## src/rtl/acc_store_unit.sv

```systemverilog
// acc_store_unit: snapshots the accumulator on a store request and writes it
// to a byte-wide memory port one beat at a time, little-endian, honouring
// MemReady wait states, then pulses StoreDone for one cycle.
// DataWidth must be an integer multiple of BusWidth.
module acc_store_unit #(
  parameter int DataWidth = 32,
  parameter int BusWidth  = 8,
  parameter int AddrWidth = 16
) (
  input  logic                 clock,
  input  logic                 reset,
  input  logic                 StoreReq,
  input  logic [AddrWidth-1:0] StoreAddr,
  input  logic                 SkipZeroEn,
  input  logic [DataWidth-1:0] ACCDataIn,
  input  logic                 ACCZero,
  input  logic                 MemReady,
  output logic                 MemWrEn,
  output logic [AddrWidth-1:0] MemAddr,
  output logic [BusWidth-1:0]  MemData,
  output logic                 StoreBusy,
  output logic                 StoreDone
);

  localparam int NumBeats = DataWidth / BusWidth;
  localparam int BeatW    = (NumBeats > 1) ? $clog2(NumBeats) : 1;
  localparam logic [BeatW-1:0] LastBeat = BeatW'(NumBeats - 1);

  typedef enum logic [1:0] {
    IDLE  = 2'd0,
    WRITE = 2'd1,
    DONE  = 2'd2
  } state_e;

  state_e                             state_q, state_d;
  logic [BeatW-1:0]                   beat_q, beat_d;
  logic [NumBeats-1:0][BusWidth-1:0]  shadow_q, shadow_d;
  logic [AddrWidth-1:0]               base_q, base_d;
  logic                               memWrEn_q, memWrEn_d;
  logic [AddrWidth-1:0]               memAddr_q, memAddr_d;
  logic [BusWidth-1:0]                memData_q, memData_d;
  logic                               busy_q, busy_d;
  logic                               done_q, done_d;
  logic [BeatW-1:0]                   beatNext;

  assign beatNext = beat_q + BeatW'(1);

  // Next-state logic: every output is computed one cycle early here and then
  // registered, so nothing on the memory or control side sees a
  // combinational path from the inputs.
  always_comb begin
    state_d   = state_q;
    beat_d    = beat_q;
    shadow_d  = shadow_q;
    base_d    = base_q;
    memWrEn_d = 1'b0;
    memAddr_d = '0;
    memData_d = '0;
    busy_d    = 1'b0;
    done_d    = 1'b0;

    unique case (state_q)
      IDLE: begin
        if (StoreReq) begin
          shadow_d = ACCDataIn;
          base_d   = StoreAddr;
          beat_d   = '0;
          busy_d   = 1'b1;
          if (SkipZeroEn && ACCZero) begin
            state_d = DONE;
            done_d  = 1'b1;
          end else begin
            state_d   = WRITE;
            memWrEn_d = 1'b1;
            memAddr_d = StoreAddr;
            memData_d = ACCDataIn[BusWidth-1:0];
          end
        end
      end

      WRITE: begin
        busy_d = 1'b1;
        if (MemReady) begin
          if (beat_q == LastBeat) begin
            state_d = DONE;
            done_d  = 1'b1;
          end else begin
            beat_d    = beatNext;
            memWrEn_d = 1'b1;
            memAddr_d = base_q + AddrWidth'(beatNext);
            memData_d = shadow_q[beatNext];
          end
        end else begin
          memWrEn_d = 1'b1;
          memAddr_d = memAddr_q;
          memData_d = memData_q;
        end
      end

      DONE: begin
        state_d = IDLE;
      end

      default: begin
        state_d = IDLE;
      end
    endcase
  end

  // State and output registers; reset aborts any store in progress at once,
  // so MemWrEn drops without waiting for a clock edge and no StoreDone follows.
  always_ff @(posedge clock or negedge reset) begin
    if (!reset) begin
      state_q   <= IDLE;
      beat_q    <= '0;
      shadow_q  <= '0;
      base_q    <= '0;
      memWrEn_q <= 1'b0;
      memAddr_q <= '0;
      memData_q <= '0;
      busy_q    <= 1'b0;
      done_q    <= 1'b0;
    end else begin
      state_q   <= state_d;
      beat_q    <= beat_d;
      shadow_q  <= shadow_d;
      base_q    <= base_d;
      memWrEn_q <= memWrEn_d;
      memAddr_q <= memAddr_d;
      memData_q <= memData_d;
      busy_q    <= busy_d;
      done_q    <= done_d;
    end
  end

  assign MemWrEn   = memWrEn_q;
  assign MemAddr   = memAddr_q;
  assign MemData   = memData_q;
  assign StoreBusy = busy_q;
  assign StoreDone = done_q;

endmodule
```

## config.mk

```make
export PLATFORM = sky130hd
export DESIGN_NAME = acc_store_unit
export DESIGN_NICKNAME = d
export VERILOG_FILES = /design/src/rtl/acc_store_unit.sv
export SDC_FILE = /design/constraint.sdc
export NUM_CORES = 1
export LEC_CHECK = 0
export CAP_MARGIN = 5
export CORE_MARGIN = 5
export CORE_UTILIZATION = 30
export CTS_CLUSTER_SIZE = 28
export DETAILED_ROUTE_END_ITERATION = 16
export GPL_TIMING_DRIVEN = 1
export MAX_ROUTING_LAYER = met4
export PLACE_DENSITY = 0.58
export REMOVE_ABC_BUFFERS = 1
export SYNTH_ARGS = -nofsm -noshare
export SYNTH_HDL_FRONTEND = slang
export SYNTH_SLANG_ARGS = --single-unit
```

## constraint.sdc

```tcl
create_clock -name clock -period 2.85 [get_ports clock]
set_clock_uncertainty 0.1 [all_clocks]
set_input_delay 0.57 -clock clock [delete_from_list [all_inputs] [get_ports clock]]
set_output_delay 0.57 -clock clock [all_outputs]
set_load 0.005 [all_outputs]
```

==> qor.txt, run 1 <==
SYNTH
--------------------------------------------------------------------------------------------
Proportion of synthesized flip-flops having asynchronous set or reset                  1.000
Basic-gate share of the synthesized area counting and, or, nand and nor cells         0.2459
Number of enable-type register cells in the synthesized netlist                            0
Post-synthesis sequential area ratio                                                  0.5160
XOR/XNOR Fraction of Synth Area                                                      0.01600
Cell count after synthesis                                                               406
Post-synthesis mux area share                                                        0.06074
Yosys top cell area share                                                             0.5160
Synth cell types                                                                          55
Dominant combinational cell family by area after synthesis                      simple AND/OR/NAND/NOR gates
Largest area contributor in the netlist                                              dfrtp_1
Main flop type after synthesis                                                       dfrtp_1
Mean instance size in the synthesized netlist                                      9.436 um2
Area contributors post-synth                                                    dfrtp_1 (52%), nand2_1 (15%), mux4_2 (4.7%)
Adder and majority cell fraction of the synthesized area                             0.01502
Number of warning messages in the yosys log                                                0
Total of flip-flops plus latches after synthesis                                          79
Compound-cell area share of the yosys netlist                                         0.1097
Cell area after synthesis                                                           3831 um2

FLOORPLAN
--------------------------------------------------------------------------------------------
Placement Rows                                                                            41
Die Y                                                                               123.0 um
I/O pin total                                                                             81
Starting density of the core                                                          0.3048
Total Die Area                                                                    15,130 um2
Core footprint                                                                    12,570 um2
Width of the chip                                                                   123.0 um

CRITICAL PATH
--------------------------------------------------------------------------------------------
Critical Path Sink Type                                                                 flop
Maximum fanout encountered on the critical timing path                                     4
Bufs and invs on worst path                                                                1
Worst EP arrival                                                                     2.72 ns
Critical register-to-register path startpoint                                      beat_q[0]
Worst reg2reg path depth                                                                   7
Critical path required time                                                          2.97 ns
Capture point of the critical path                                                MemAddr[8]
Chain of cells forming the critical path                                        ha_1 > inv_1 > fa_1 > nand3b_1 > o311a_1 > a211o_1 > mux2_2
Largest stage delay on the critical path                                             0.46 ns
Number of logic stages on the critical path including buffering                            7
Worst path slowest cell                                                                 fa_1
First element of the critical path                                                 beat_q[0]
Type of the setup path with the least slack                                     flop to flop
Reg-to-reg critical path endpoint                                                 MemAddr[8]
R2R setup slack                                                                      0.25 ns
Type of origin of the critical path                                                     flop
Crit-path leading delay family                                                   adder cells

CLOCK TREE
--------------------------------------------------------------------------------------------
Worst-skew pair later-pin latency                                                    0.33 ns
Maximum clock insertion buffer count                                                       2
TritonCTS clock tree                                                                    done
CTS hold repair buffers                                                                    0
Deepest level of the CTS H-tree                                                            3
Cell at the root of the clock tree                                                 clkbuf_16
Post-CTS Setup Inserts                                                                     0
Clock slew seen by the registers of the worst setup and hold paths                   0.06 ns
Number of gates resized after CTS                                                          0
Number of clock sinks                                                                     79
Num CTS Buffers                                                                            9

STA
--------------------------------------------------------------------------------------------
Worst-Margin Slew                                                                  0.6242 ns
Setup repair after global routing missed its margin                                       no
Final min period                                                                    2.598 ns
Final max-slew violation count                                                             0
Part of the cycle the worst path needs                                                0.9115
Fmax achieved                                                                      384.9 MHz
Post-route worst hold slack                                                        0.1116 ns
Slew Limit Headroom                                                                   0.5782
Final number of hold-violating endpoints                                                   0
Number of setup violations in the final report                                             0

GLOBAL ROUTING
--------------------------------------------------------------------------------------------
Overall Global Routing Usage                                                          0.1510
Number of antenna violations at the first check in global routing                          0
Pin count of the biggest net entering global routing                                      52
Number of global-route vias before repair                                              3,301
Gr ovfl total                                                                              0
Global-route wire length before repair                                              17.15 mm

PLACEMENT
--------------------------------------------------------------------------------------------
Number of cells in the design after placement                                            643
Routability cong.                                                                     0.8554
HPWL Detailed                                                                       7.390 mm
Count of buffers from port buffering                                                      80

ROUTING
--------------------------------------------------------------------------------------------
WL/cell                                                                             16.29 um
DRT Wirelength                                                                      10.74 mm
Violation count after the first detailed-route iteration                                 191
First-pass detailed-route iteration total                                                  5
Total number of vias                                                                   3,236
Post-detailed-route via-to-cell ratio                                                  4.910
Drt drc                                                                                    0
Antenna-violating nets left                                                                0

FINAL LAYOUT
--------------------------------------------------------------------------------------------
Final cell count without fillers                                                         659
Fill cell total of the finished layout                                                 1,244
Fraction of layout cells with a size suffix above 1                                   0.1006
Antenna cells                                                                              0
Net total in the final layout                                                            540
Area growth from synthesis to layout                                                  36.02%

POWER AND IR DROP
--------------------------------------------------------------------------------------------
Power per cell area                                                              1103 nW/um2
IR Drop Worst-Case VDD                                                             0.3422 mV
P_leak                                                                              2.339 nW

WORST HOLD PATH
--------------------------------------------------------------------------------------------
Hold Path Class                                                                 input port to async pin

FLOW RUN
--------------------------------------------------------------------------------------------
Reported max-cap violation count                                                           0

STATUS
--------------------------------------------------------------------------------------------
Outcome                                                                            completed

[cell type report]
type,instances,area (um2),share of cell area
repair buffers,91,918.4,0.1762
flip-flops and latches,79,1977,0.3794
clock inverters,5,103.9,0.01993
well taps,172,215.2,0.04130
multi-input cells,295,1722,0.3304
clock buffers,11,252.7,0.04850
inverters,6,22.52,0.004322
[cells in the final DEF (no fill, tap or decap), drive strengths merged, types with 4 or more instances in the layout]
cell type	netlist	routed
nor4	4	4
buf	10	12
clkbuf	16	11
nand2	158	158
nor2	10	10
clkdlybuf4s50	0	79
mux4	8	8
a21oi	7	7
dfrtp	79	79
a22oi	17	17
xor2	4	4
inv	6	6
nand4	6	6
nand3	4	4
o21ai	25	25
[kinds of logic (layout without fill, tap and decap cells)]
kind of cell,count (synthesis),in the layout
mux,13,13
xor+xnor,7,7
fa+ha+maj,4,4
flops,79,79
buf+inv,32,113
simple gates,208,208
compound gates,63,63
[metal layers]
metal / vias to the layer above / GRT usage / part of all wire
met2: 101 / 0.2549 / 0.50
met3: 13 / 0.02333 / 0.051
met1: 1581 / 0.1864 / 0.43
li1: 1541 / - / -
met4: 0 / 0.04983 / 0.014
met5: - / - / 0
[metrics by stage]
step	setup slack [ns]	util	area (um2)	power, W	TNS, ns
after global routing	0.1204	0.4146	5211	0.006156	0
final	0.2521	0.4146	5211	0.005746	0
after detailed placement	0.2464	0.3863	4855	0.004442	0
after CTS	0.2431	0.4146	5211	0.005821	0
after floorplan	-0.9520	-	3714	0.003374	-40.11
after global placement	0.3421	0.3863	4855	0.004360	0
[worst min-delay path by stage]
stage / start / to / slack, ns / cells past startpoint
floorplan: reset / MemAddr[0] / 0.17 / 0
global placement: shadow_q[5] / shadow_q[5] / 0.35 / 2
detailed placement: shadow_q[2] / shadow_q[2] / 0.36 / 2
CTS: reset / MemAddr[9] / 0.12 / 1
global route: reset / MemAddr[9] / 0.15 / 1
finish: reset / MemAddr[9] / 0.11 / 1
[synth_stat cells (2+ instances only)]
cell and number:
mux2i_1 3, nand2b_1 3, mux2_2 2, mux4_2 8, nor4bb_1 2, nand3_1 4
nor4_1 4, a21oi_1 6, xor2_1 4, xnor2_1 3, o21ai_1 11, nor3b_1 2
buf_4 3, or3_1 3, a211o_1 2, o21ai_0 14, inv_1 6, buf_2 7
nand2_1 158, dfrtp_1 79, nand4bb_1 2, nor2_1 10, a22oi_1 17, nand4_1 5
clkbuf_1 16, ha_1 3
[state kept, by name (all words and copies together) (netlist names)]
register   flops
base_q        16
shadow_q      32
StoreDone      1
state_q        2
MemWrEn        1
StoreBusy      1
MemAddr       16
beat_q         2
MemData        8
[where the power goes]
group	internal, W	leakage, nW	switching (W)
logic	0.00119	1.17	0.00116
clock network	0.000903	0.176	0.000453
registers	0.00163	0.992	0.000418
No activity file was read; power rests on OpenSTA's default activity.
==> run 2, diff against run 1 <==
- PLACE_DENSITY: 0.58 -> 0.56
- clock period: 2.85 -> 3.2 ns (I/O delays scaled with it)
==> qor.txt, run 2 (same netlist as run 1, synthesis figures left out) <==
GLOBAL ROUTING
---------------------------------------------------------------------------------
Overall Global Routing Usage                                               0.1495   -0.001424
Number of global-route vias before repair                                   3,320   +0.58%
Gr ovfl total                                                                   0   unchanged
Pin count of the biggest net entering global routing                           80   +54%
Global-route wire length before repair                                   16.82 mm   -1.9%
Number of antenna violations at the first check in global routing               0   unchanged

CLOCK TREE
---------------------------------------------------------------------------------
Cell at the root of the clock tree                                      clkbuf_16
Clock slew seen by the registers of the worst setup and hold paths        0.06 ns   about the same
Number of gates resized after CTS                                               0   unchanged
Deepest level of the CTS H-tree                                                 3   unchanged
TritonCTS clock tree                                                         done
Num CTS Buffers                                                                 9   unchanged
CTS hold repair buffers                                                         0   unchanged
Worst-skew pair later-pin latency                                         0.34 ns   about the same
Post-CTS Setup Inserts                                                          0   unchanged
Maximum clock insertion buffer count                                            2   unchanged
Number of clock sinks                                                          79   unchanged

ROUTING
---------------------------------------------------------------------------------
Total number of vias                                                        3,073   -5.0%
Antenna-violating nets left                                                     0   unchanged
Post-detailed-route via-to-cell ratio                                       4.684   -4.6%
Drt drc                                                                         0   unchanged
DRT Wirelength                                                           10.31 mm   -4.0%
First-pass detailed-route iteration total                                       4   -1
WL/cell                                                                  15.72 um   -3.5%
Violation count after the first detailed-route iteration                      171   -10%

PLACEMENT
---------------------------------------------------------------------------------
Setup Slack @ Placement                                                 0.4167 ns   +0.1703 ns
Routability cong.                                                          0.8441   -1.3%
Count of buffers from port buffering                                           80   unchanged
HPWL Detailed                                                            7.220 mm   -2.3%

CRITICAL PATH
---------------------------------------------------------------------------------
Critical Path Sink Type                                                      flop
Type of origin of the critical path                                          flop
Chain of cells forming the critical path                             ha_1 > inv_1 > fa_1 > nand3b_1 > o311a_1 > a211o_1 > mux2_2
Worst path slowest cell                                                      fa_1
Maximum fanout encountered on the critical timing path                          4   unchanged
Critical path required time                                               3.32 ns   +0.35 ns
Type of the setup path with the least slack                          flop to flop
Largest stage delay on the critical path                                  0.46 ns   about the same
Worst EP arrival                                                          2.76 ns   +0.04 ns

POWER AND IR DROP
---------------------------------------------------------------------------------
Total power                                                            0.004914 W   -14%
Net switching fraction of the power                                        0.3579   +0.005058
IR Drop Worst-Case VDD                                                  0.2879 mV   -16%
Internal power                                                         0.003155 W   -15%
Relative contribution of sequential cells to total power                    0.369   +0.013
P_leak                                                                   2.296 nW   -1.8%
Power share of the clock group                                              0.220   -0.016
Share of power burned in combinational logic                                0.411   +0.003
Power per cell area                                                  960.9 nW/um2   -13%
Sw power                                                               0.001759 W   -13%

FLOORPLAN
---------------------------------------------------------------------------------
Width of the chip                                                        123.0 um   unchanged
I/O pin total                                                                  81   unchanged
Core footprint                                                         12,570 um2   unchanged
Starting density of the core                                               0.3048   unchanged
Total Die Area                                                         15,130 um2   unchanged
Placement Rows                                                                 41   unchanged
Die Y                                                                    123.0 um   unchanged

STA
---------------------------------------------------------------------------------
Post-route worst hold slack                                             0.3616 ns   +0.2500 ns
Setup TNS                                                                    0 ns   unchanged
Slew Limit Headroom                                                        0.3330   -0.2452
Fmax achieved                                                           379.4 MHz   -1.4%
Setup repair after global routing missed its margin                            no
Worst-Margin Slew                                                        1.000 ns   +0.3763 ns
Final min period                                                         2.636 ns   +0.03799 ns
Number of setup violations in the final report                                  0   unchanged
Least setup slack across all paths after layout                         0.5641 ns   +0.3120 ns
Part of the cycle the worst path needs                                     0.8237   -0.08783
Final number of hold-violating endpoints                                        0   unchanged
Final max-slew violation count                                                  0   unchanged

FINAL LAYOUT
---------------------------------------------------------------------------------
Share of the core filled with cells                                        0.4069   -0.007765
Register with the most flip-flops                                        shadow_q
Max FFs per register                                                           32   unchanged
Area growth from synthesis to layout                                       33.47%
Commonest cells after routing, fill and taps aside                   nand2_1 (158), dfrtp_1 (79), clkdlybuf4s50_1 (79)
Fraction of layout cells with a size suffix above 1                       0.09504   -0.005575
Net total in the final layout                                                 538   -0.37%
Most common cell after layout, fill and taps aside                        nand2_1
Antenna cells                                                                   0   unchanged

WORST HOLD PATH
---------------------------------------------------------------------------------
Hold Path Class                                                      input port to async pin

FLOW RUN
---------------------------------------------------------------------------------
Reported max-cap violation count                                                0   unchanged

STATUS
---------------------------------------------------------------------------------
Outcome                                                                 completed

==> run 2: changes by cell type in the layout (fill, tap and decap cells not counted), sizes merged <==
cell,change
clkinv,+1
clkinvlp,+1
buf,-2
clkbuf,-2
bufinv,-1
==> run 2: worst paths after layout <==
check,depth (start not counted),from,slack (ns),to
max,7,beat_q[0],0.56,MemAddr[8]
min,1,reset,0.36,base_q[5]
max reg2reg,7,beat_q[0],0.56,MemAddr[8]
min reg2reg,2,shadow_q[28],0.37,shadow_q[28]
max in group asynchronous,1,reset,1.98,shadow_q[2]
min in group clock,2,shadow_q[28],0.37,shadow_q[28]
==> run 2: final cells by class <==
cell class                      instances  area [um2]
Clock inverter                          6       86.33
Clock buffer                            9       225.2
Inverter                                6       22.52
Tap cell                              172       215.2
Sequential cell                        79        1977
Timing Repair Buffer                   89       865.8
Fill cell                            1274        7455
Multi-Input combinational cell        295        1722
==> run 2: per-layer routing <==
layer	vias to the layer above	part of all wire	GRT usage
met5	-	0	-
met4	0	0.019	0.05536
met3	19	0.043	0.03705
met2	64	0.50	0.2456
met1	1464	0.44	0.1789
li1	1526	-	-
==> run 2: power by group through the flow <==
stage / clock (W) / sequential [W] / combinational [W]
global route: 0.00115 / 0.00188 / 0.00229
CTS: 0.00111 / 0.00182 / 0.00207
finish: 0.00108 / 0.00181 / 0.00202
floorplan: 0 / 0.00175 / 0.00125
global placement: 0 / 0.00182 / 0.00201
detailed placement: 0 / 0.00183 / 0.00206
==> run 2: per-stage QoR <==
stage / instances / instance area (um2)
floorplan: 380 / 3714
global placement: 641 / 4802
detailed placement: 641 / 4802
CTS: 656 / 5114
global route: 656 / 5114
finish: 656 / 5114
==> run 2: worst max-delay path: cells and delay by family (launching register included) <==
kind,cells,cell delay (ns)
buffers and inverters,1,0.07
AO/OA/AOI/OAI,2,0.60
multiplexers,1,0.26
flip-flops,1,0.44
AND/OR/NAND/NOR,1,0.28
adder cells (fa/ha/maj),2,0.78
